**src/rtl/ysyx_22041211_wbu.sv**
```systemverilog
// ----------------------------------------------------------------------------
// ysyx_22041211_wbu -- write-back unit of the multicycle core.
//
// Takes one retiring instruction from the LSU over a valid/ready handshake and
// walks it through three states:
//   WB_IDLE  : wb_ready_o high; a valid LSU result is captured.
//   WB_WRITE : GPR / CSR write ports are driven for exactly one cycle.
//   WB_DONE  : wb_valid_o / commit_pc_o are presented to the IFU until it
//              takes the commit; the retire counters advance at that edge.
//
// Ports
//   clk, rst          clock, synchronous active-high reset
//   lsu_valid_i       LSU result valid      wb_ready_o   WBU can accept
//   wd_i, wreg_i,     GPR write request / index / data
//   wdata_i
//   csr_wen_i,        CSR write request / address / data
//   csr_addr_i, csr_wdata_i
//   memory_inst_i     instruction was a load/store
//   pc_i              PC of the retiring instruction
//   ifu_ready_i       IFU ready to take the commit
//   reg_wen_o, reg_waddr_o, reg_wdata_o     register-file write port
//   csr_wen_o, csr_addr_o, csr_wdata_o      CSR write port
//   wb_valid_o, commit_pc_o                 commit to IFU
//   retire_cnt_o, mem_inst_cnt_o            retired / load-store counters
// ----------------------------------------------------------------------------
module ysyx_22041211_wbu #(
    parameter int DATA_LEN = 32,
    parameter int CNT_LEN  = 64
) (
    input  logic                clk,
    input  logic                rst,
    input  logic                lsu_valid_i,
    output logic                wb_ready_o,
    input  logic                wd_i,
    input  logic [4:0]          wreg_i,
    input  logic [DATA_LEN-1:0] wdata_i,
    input  logic                csr_wen_i,
    input  logic [11:0]         csr_addr_i,
    input  logic [DATA_LEN-1:0] csr_wdata_i,
    input  logic                memory_inst_i,
    input  logic [DATA_LEN-1:0] pc_i,
    input  logic                ifu_ready_i,
    output logic                reg_wen_o,
    output logic [4:0]          reg_waddr_o,
    output logic [DATA_LEN-1:0] reg_wdata_o,
    output logic                csr_wen_o,
    output logic [11:0]         csr_addr_o,
    output logic [DATA_LEN-1:0] csr_wdata_o,
    output logic                wb_valid_o,
    output logic [DATA_LEN-1:0] commit_pc_o,
    output logic [CNT_LEN-1:0]  retire_cnt_o,
    output logic [31:0]         mem_inst_cnt_o
);

    typedef enum logic [1:0] {
        WB_IDLE  = 2'b00,
        WB_WRITE = 2'b01,
        WB_DONE  = 2'b10
    } wb_state_t;

    wb_state_t state;
    logic      ready_q;
    logic      mem_inst_q;

    // ready_q mirrors "state == WB_IDLE"; it is forced low while rst is held
    // so the LSU never sees a ready during reset.
    assign wb_ready_o = ready_q & ~rst;

    always_ff @(posedge clk) begin
        if (rst) begin
            state          <= WB_IDLE;
            ready_q        <= 1'b1;
            reg_wen_o      <= 1'b0;
            reg_waddr_o    <= '0;
            reg_wdata_o    <= '0;
            csr_wen_o      <= 1'b0;
            csr_addr_o     <= '0;
            csr_wdata_o    <= '0;
            wb_valid_o     <= 1'b0;
            commit_pc_o    <= '0;
            mem_inst_q     <= 1'b0;
            retire_cnt_o   <= '0;
            mem_inst_cnt_o <= '0;
        end else begin
            case (state)
                WB_IDLE: begin
                    if (lsu_valid_i && ready_q) begin
                        // Enables are registered here so they are high for
                        // exactly the WB_WRITE cycle; x0 writes are dropped.
                        reg_wen_o   <= wd_i & (wreg_i != 5'd0);
                        reg_waddr_o <= wreg_i;
                        reg_wdata_o <= wdata_i;
                        csr_wen_o   <= csr_wen_i;
                        csr_addr_o  <= csr_addr_i;
                        csr_wdata_o <= csr_wdata_i;
                        commit_pc_o <= pc_i;
                        mem_inst_q  <= memory_inst_i;
                        ready_q     <= 1'b0;
                        state       <= WB_WRITE;
                    end
                end
                WB_WRITE: begin
                    reg_wen_o  <= 1'b0;
                    csr_wen_o  <= 1'b0;
                    wb_valid_o <= 1'b1;
                    state      <= WB_DONE;
                end
                WB_DONE: begin
                    if (ifu_ready_i) begin
                        wb_valid_o     <= 1'b0;
                        ready_q        <= 1'b1;
                        retire_cnt_o   <= retire_cnt_o + CNT_LEN'(1);
                        mem_inst_cnt_o <= mem_inst_cnt_o + {31'd0, mem_inst_q};
                        state          <= WB_IDLE;
                    end
                end
                default: begin
                    // Illegal encoding: drop everything and go back to idle.
                    reg_wen_o  <= 1'b0;
                    csr_wen_o  <= 1'b0;
                    wb_valid_o <= 1'b0;
                    ready_q    <= 1'b1;
                    state      <= WB_IDLE;
                end
            endcase
        end
    end

endmodule

```
**config.mk**
```make
export PLATFORM = sky130hd
export DESIGN_NAME = ysyx_22041211_wbu
export DESIGN_NICKNAME = d
export VERILOG_FILES = /design/src/rtl/ysyx_22041211_wbu.sv
export SDC_FILE = /design/constraint.sdc
export NUM_CORES = 1
export LEC_CHECK = 0
export CORE_MARGIN = 1
export CORE_UTILIZATION = 45
export CTS_BUF_LIST = sky130_fd_sc_hd__clkbuf_8
export CTS_CLUSTER_SIZE = 40
export DETAILED_ROUTE_END_ITERATION = 10
export MAX_ROUTING_LAYER = met4
export PLACE_DENSITY = 0.87
export SETUP_SLACK_MARGIN = 0.5
export SKIP_CTS_REPAIR_TIMING = 1
export SYNTH_ARGS = -nofsm -noshare
export SYNTH_HDL_FRONTEND = slang
export SYNTH_SLANG_ARGS = --single-unit
```
**constraint.sdc**
```tcl
create_clock -name clk -period 2.15 [get_ports clk]
set_input_delay 0.3225 -clock clk [delete_from_list [all_inputs] [get_ports clk]]
set_output_delay 0.3225 -clock clk [all_outputs]
set_load 0.03 [all_outputs]
```
==> results of run 1 <==
layout make-up:
class                   count  area (µm²)  area share (%)
repair buffers            422        4690            31.8
flip-flops and latches    216        4540            30.8
multi-input cells         759        4460            30.2
clock buffers              45         619            4.20
well taps                 234         293            1.99
clock inverters            17        95.1           0.645
inverters                  14        52.6           0.356
worst max-delay path by stage:
stage / from / end / slack (ps)
after floorplan: retire_cnt_o[4]$_SDFFE_PP0P_ / retire_cnt_o[30]$_SDFFE_PP0P_ / 270
after global placement: ifu_ready_i / mem_inst_cnt_o[26]$_SDFFE_PP0P_ / -60
after detailed placement: ifu_ready_i / mem_inst_cnt_o[31]$_SDFFE_PP0P_ / -160
after CTS: ready_q$_SDFFE_PP1P_ / wb_ready_o / 40
after global routing: retire_cnt_o[16]$_SDFFE_PP0P_ / retire_cnt_o[45]$_SDFFE_PP0P_ / 50
final: retire_cnt_o[16]$_SDFFE_PP0P_ / retire_cnt_o[45]$_SDFFE_PP0P_ / 120
registers in the layout, summed over array words and instances (netlist names), 2 cells and up:
| register | flops |
|---|---|
| retire_cnt_o | 64 |
| commit_pc_o | 32 |
| csr_wdata_o | 32 |
| mem_inst_cnt_o | 32 |
| reg_wdata_o | 32 |
| csr_addr_o | 12 |
| reg_waddr_o | 5 |
| state | 2 |
power groups by stage:
stage	sequential [mW]	clock [mW]	combinational (mW)
finish	4.19	3.64	1.42
global placement	4.27	0	1.34
CTS	4.20	3.66	1.38
floorplan	4.57	0	0.364
global route	4.20	3.87	1.49
detailed placement	4.28	0	1.36
Yosys cell counts (all sizes together), types with 4 or more instances:
library cell  count
nand2           270
or3              24
or4              13
buf              13
clkbuf           46
nor2b             5
a21oi           152
nor2             76
and4              7
dfxtp           216
nand4            40
and3             11
inv              14
nand3            26
nor4             11
xnor2            13
nor3             12
o31ai             9
xor2             43
o21ai            27
ha                4
worst max-delay path, delay by kind of cell, from the launching register on:
kind | cells | cell delay (ps)
compound gates | 1 | 160
buf+inv | 1 | 200
flops | 1 | 360
simple gates | 4 | 1230
routing by layer:
| metal | vias to the layer above | wire length, µm | share of wire, % |
|---|---|---|---|
| met4 | 0 | 1860 | 5.7 |
| li1 | 4368 | - | - |
| met5 | - | 0 | 0 |
| met3 | 146 | 2520 | 7.7 |
| met1 | 4618 | 12000 | 37 |
| met2 | 501 | 16300 | 50 |
metrics by stage:
stage	total power [mW]	std cells	setup WS [ps]
6_report	9.24	1707	116
5_1_grt	9.56	1707	53.6
2_1_floorplan	4.93	1048	267
3_5_place_dp	5.65	1606	-162
4_1_cts	9.23	1668	39.2
3_3_place_gp	5.62	1606	-59.1
kinds of logic after synthesis:
logic type,after synthesis
AO/OA/AOI/OAI,189
XOR/XNOR,56
adder cells (fa/ha/maj),4
buffers and inverters,74
flip-flops,216
multiplexers,4
AND/OR/NAND/NOR,505
==> flow_summary_export.csv, run 1 <==
group,metric,value,unit
clock_tree,clock-root-buffer,"clkbuf_8",
pwr,swShare,27.4,%
logic_synthesis,synth_seq_area_share,50.5,%
logic_synthesis,synth-seq-cells,216,
logic_synthesis,synth_xor_area_share,5.73,%
floorplanning,start_util,45.9,%
pwr,intPower,6.71,mW
sta,drv_slew,0,
clock_tree,cts_tree,"yes",
floorplanning,design.die.area,19600,µm²
placed_design,port_buffers,332,
grt,use_met1,32.2,%
sta,max_slew_margin,33.7,%
sta,worstMarginPinSlew,994,ps
floorplanning,rows,50,
grt,busiest_layer,"met2",
sta,whs,75.9,ps
logic_synthesis,synthTopCellsByArea,"dfxtp_1 (51%), nand2_1 (12%), a21oi_1 (8.9%), xor2_1 (4.4%), nor2_1 (3.3%)",
logic_synthesis,synthSimpleGateAreaFrac,27.9,%
layout,layout.nets,1574,
pwr,clockPowerShare,39.4,%
sta,tns,0,ps
sta,final_hold_viol_count,0,
placed_design,place_area,12700,µm²
sta,min_period,2030,ps
worst_setup_path,worstPathRequired,2580,ps
pwr,pwr-share-seq,45.3,%
placed_design,hpwlAfterDp,19600,µm
worst_setup_path,critPathLaunchType,"flip-flop",
drt,first_pass_iters,5,
clock_tree,h-tree-depth,2,
layout,drive_gt1_share,20.6,%
pwr,power.leakage,8.98,nW
worst_setup_path,critPathCaptureType,"flip-flop",
grt,grt_first_pass_wirelength,43100,µm
logic_synthesis,synthArstFlopShare,0,%
worst_hold_path,min_to,"retire_cnt_o[49]$_SDFFE_PP0P_",
worst_setup_path,slowest_stage,"or4_1",
clock_tree,cts_buffers,37,
worst_hold_path,hold-path-cell-count,2,
clock_tree,clock-sinks,216,
logic_synthesis,postSynthCellCount,1048,
floorplanning,pin_count,333,
drt,wire_per_inst,19.2,µm
run,maxCapViolCount,0,
run_status,status,"complete, no violations",
sta,clock.fmax,492,MHz
floorplanning,dieHeight,140,µm
logic_synthesis,synth-compound-area-share,11.4,%
logic_synthesis,ys.flop_type,"dfxtp_1",
logic_synthesis,synth_largest_area_cell,"dfxtp_1",
worst_setup_path,critPathMaxFanout,4,
logic_synthesis,ys_types,38,
worst_setup_path,r2r_slack,120,ps
sta,fin_crit_sh,94.6,%
drt,via_per_inst,5.64,
sta,rsz0062_at_grt,"true",
drt,ant_nets,0,
drt,drc_errors,0,
logic_synthesis,synth_nets,1172,
worst_setup_path,reg2reg_depth,6,
grt,grt_use_met2,45.9,%
logic_synthesis,synth.avg_cell_area,8.16,µm²
grt,gr-total-overflow,0,
grt,antenna_found_initial,0,
layout,layout_commonest_cell,"nand2_1",
layout,num_antenna_cells,0,
logic_synthesis,synthMuxAreaShare,0.497,%
sta,setup_viol,0,
drt,drt_iter0_markers,641,
pwr,pwr-share-comb,15.3,%
pwr,peakVddDrop,0.000549,V
worst_setup_path,worstSetupPathType,"reg2reg",
placed_design,gp_congestion,0.854,
worst_setup_path,r2r-start,"retire_cnt_o[16]$_SDFFE_PP0P_",
clock_tree,cts.reportedPaths.clkPinSlew,70,ps
clock_tree,worstSkewPairLatency,520,ps
logic_synthesis,synth_top_family_by_area,"simple AND/OR/NAND/NOR gates",
logic_synthesis,synth-adder-area-share,0.585,%
logic_synthesis,synth_edf_count,0,
worst_setup_path,worstReg2RegEnd,"retire_cnt_o[45]$_SDFFE_PP0P_",
floorplanning,fp.dieW,140,µm
layout,area_growth,72.4,%
logic_synthesis,synth.top_cell.area_share,50.5,%
grt,use_met3,6.02,%
drt,via_count,9633,
logic_synthesis,syn_area,8550,µm²
layout,finish.utilization,79.1,%
worst_setup_path,path_cells,"nand4_1, nor4_4, buf_4, nand3_4, or4_1, a21oi_1",
layout,final_cell_mix,"nand2_1 (265), dlymetal6s2s_1 (210), a21oi_1 (142)",
grt,grt_usage,28.2,%
worst_hold_path,min-delay-start,"rst",
pwr,p_per_area,627,nW/µm²
logic_synthesis,synth_warnings,0,
worst_setup_path,cpPeakStageDelay,510,ps
floorplanning,core_area,18600,µm²
sta,fin_worst_skew,23.2,ps
worst_setup_path,arrival,2460,ps
clock_tree,clock_path_buffers,3,
layout,fillers,1070,
layout,post-route-cell-area,14700,µm²
worst_hold_path,hold_path_class,"in2reg",
pwr,p_sw,2.53,mW
grt,grt_pass1_vias,8842,
drt,totalWireLength,32700,µm
grt,grt_max_degree,94,
Note: power is estimated with default switching activity, not from simulation.
==> inputs of run 2 (changes only) <==
--- a/config.mk
+++ b/config.mk
@@ -14,6 +14,7 @@
 export PLACE_DENSITY = 0.87
 export SETUP_SLACK_MARGIN = 0.5
 export SKIP_CTS_REPAIR_TIMING = 1
+export SLEW_MARGIN = 20
 export SYNTH_ARGS = -nofsm -noshare
 export SYNTH_HDL_FRONTEND = slang
 export SYNTH_SLANG_ARGS = --single-unit
==> results of run 2 <==
Same layout as run 1: the final DEF is identical, and so are final timing and power.
==> inputs of run 3 (changes only) <==
--- a/config.mk
+++ b/config.mk
@@ -5,6 +5,7 @@
 export SDC_FILE = /design/constraint.sdc
 export NUM_CORES = 1
 export LEC_CHECK = 0
+export CORE_ASPECT_RATIO = 1.1
 export CORE_MARGIN = 1
 export CORE_UTILIZATION = 45
 export CTS_BUF_LIST = sky130_fd_sc_hd__clkbuf_8
==> run 3 against run 2 <==
  * Final area down 0.86%
  * Worst hold slack better by 260 ps
  * Sequential cell count unchanged
  * Wire length increased by 1.5%
  * Critical path type unchanged
  * Critical endpoint is now retire_cnt_o[43]$_SDFFE_PP0P_
==> flow_summary_export.csv, run 3 (same netlist as run 1, synthesis figures left out) <==
group,metric,value,unit
sta,clock.fmax,484,MHz
clock_tree,h-tree-depth,2,
grt,antenna_found_initial,0,
worst_hold_path,min-delay-start,"wdata_i[25]",
layout,num_antenna_cells,0,
worst_setup_path,arrival,2500,ps
clock_tree,clock-sinks,216,
pwr,p_per_area,615,nW/µm²
floorplanning,start_util,46.3,%
pwr,peakVddDrop,0.000507,V
drt,totalWireLength,33200,µm
grt,grt_usage,27.9,%
worst_hold_path,hold_path_class,"in2reg",
placed_design,gp_congestion,0.891,
placed_design,port_buffers,332,
floorplanning,fp.dieW,133,µm
sta,setup_viol,0,
drt,ant_nets,0,
clock_tree,cts.reportedPaths.clkPinSlew,60,ps
run,maxCapViolCount,0,
sta,final_hold_viol_count,0,
worst_setup_path,critPathLaunchType,"flip-flop",
sta,fin_crit_sh,96.2,%
grt,grt_pass1_vias,8674,
layout,regMostFlops,"retire_cnt_o",
drt,drt_iter0_markers,661,
layout,largest_reg_flops,64,
run_status,status,"complete, no violations",
clock_tree,clock-root-buffer,"clkbuf_8",
layout,drive_gt1_share,19.6,%
layout,final_cell_mix,"nand2_1 (266), dlymetal6s2s_1 (209), a21oi_1 (149)",
worst_setup_path,critPathCaptureType,"flip-flop",
layout,area_growth,70.9,%
sta,min_period,2070,ps
worst_setup_path,slowest_stage,"dfxtp_4",
worst_setup_path,cpMostUsedCell,"buf_4",
clock_tree,cts_buffers,36,
sta,fin_worst_skew,33.0,ps
sta,rsz0062_at_grt,"true",
sta,drv_slew,0,
grt,grt_max_degree,92,
drt,drc_errors,0,
floorplanning,pin_count,333,
drt,via_count,9581,
worst_setup_path,cpPeakStageDelay,360,ps
layout,layout.nets,1581,
layout,finish.utilization,79.1,%
grt,gr-total-overflow,0,
worst_setup_path,r2r-start,"retire_cnt_o[19]$_SDFFE_PP0P_",
layout,layout_commonest_cell,"nand2_1",
floorplanning,dieHeight,147,µm
clock_tree,cts_tree,"yes",
pwr,power.leakage,8.93,nW
drt,via_per_inst,5.55,
sta,worstMarginPinSlew,993,ps
grt,grt_first_pass_wirelength,42700,µm
worst_setup_path,crit_path_start,"retire_cnt_o[19]$_SDFFE_PP0P_",
clock_tree,worstSkewPairLatency,540,ps
worst_setup_path,critPathMaxFanout,5,
clock_tree,clock_path_buffers,3,
floorplanning,design.die.area,19600,µm²
layout,fillers,1066,
worst_setup_path,worstPathRequired,2580,ps
sta,max_slew_margin,33.8,%
drt,first_pass_iters,5,
drt,wire_per_inst,19.3,µm
worst_setup_path,path_cells,"nand4_1, nor4_4, buf_4, nand3_2, buf_4, or3_1, a21oi_1",
placed_design,hpwlAfterDp,19300,µm
worst_setup_path,worstSetupPathType,"reg2reg",
floorplanning,rows,52,
sta,whs,333,ps
floorplanning,core_area,18500,µm²
worst_setup_path,r2r_slack,80,ps
==> run 3: area by class of cell <==
cell class	instances	area, µm²	share of cell area (%)
Clock buffer	42	578	3.95
Clock inverter	21	87.6	0.599
Inverter	14	52.6	0.359
Multi-Input combinational cell	758	4350	29.7
Sequential cell	216	4520	30.9
Tap cell	243	304	2.08
Timing Repair Buffer	431	4730	32.3
==> run 3: final timing paths <==
kind / to / cells past startpoint
hold reg to reg: reg_wdata_o[31]$_SDFFE_PP0P_ / 2
setup / recovery: retire_cnt_o[43]$_SDFFE_PP0P_ / 7
setup reg to reg: retire_cnt_o[43]$_SDFFE_PP0P_ / 7
hold / removal: reg_wdata_o[25]$_SDFFE_PP0P_ / 3
==> run 3: per-stage QoR <==
step	TNS, ps	instances	total power, mW	worst slack [ps]	instance area (µm²)
global route	0	1725	9.30	15.7	14600
floorplan	0	1048	4.93	267	8850
CTS	0	1669	8.99	59.4	13300
detailed placement	-1440	1606	5.62	-174	12600
finish	0	1725	8.99	82.0	14600
global placement	-430	1606	5.59	-67.0	12600
==> run 3: per-layer routing <==
layer	routed length, µm	share of wire, %	vias to the layer above	GRT usage [%]
met2	16800	51	527	47.4
met3	2710	8.2	169	7.33
met4	1920	5.8	0	11.3
met1	11700	35	4503	30.9
met5	0	0	-	-
li1	-	-	4382	-
==> run 3: critical path, delay by kind of cell (launching register included) <==
family | cells | cell delay, ps
DFF | 1 | 360
buffers and inverters | 2 | 370
AOI/OAI and AO/OA | 1 | 210
and+or+nand+nor | 4 | 1020
==> run 3: report_power, final <==
part | total [mW] | internal [mW] | switching (mW)
Clock | 3.45 | 1.77 | 1.68
Sequential | 4.19 | 4.11 | 0.0847
Combinational | 1.35 | 0.569 | 0.780
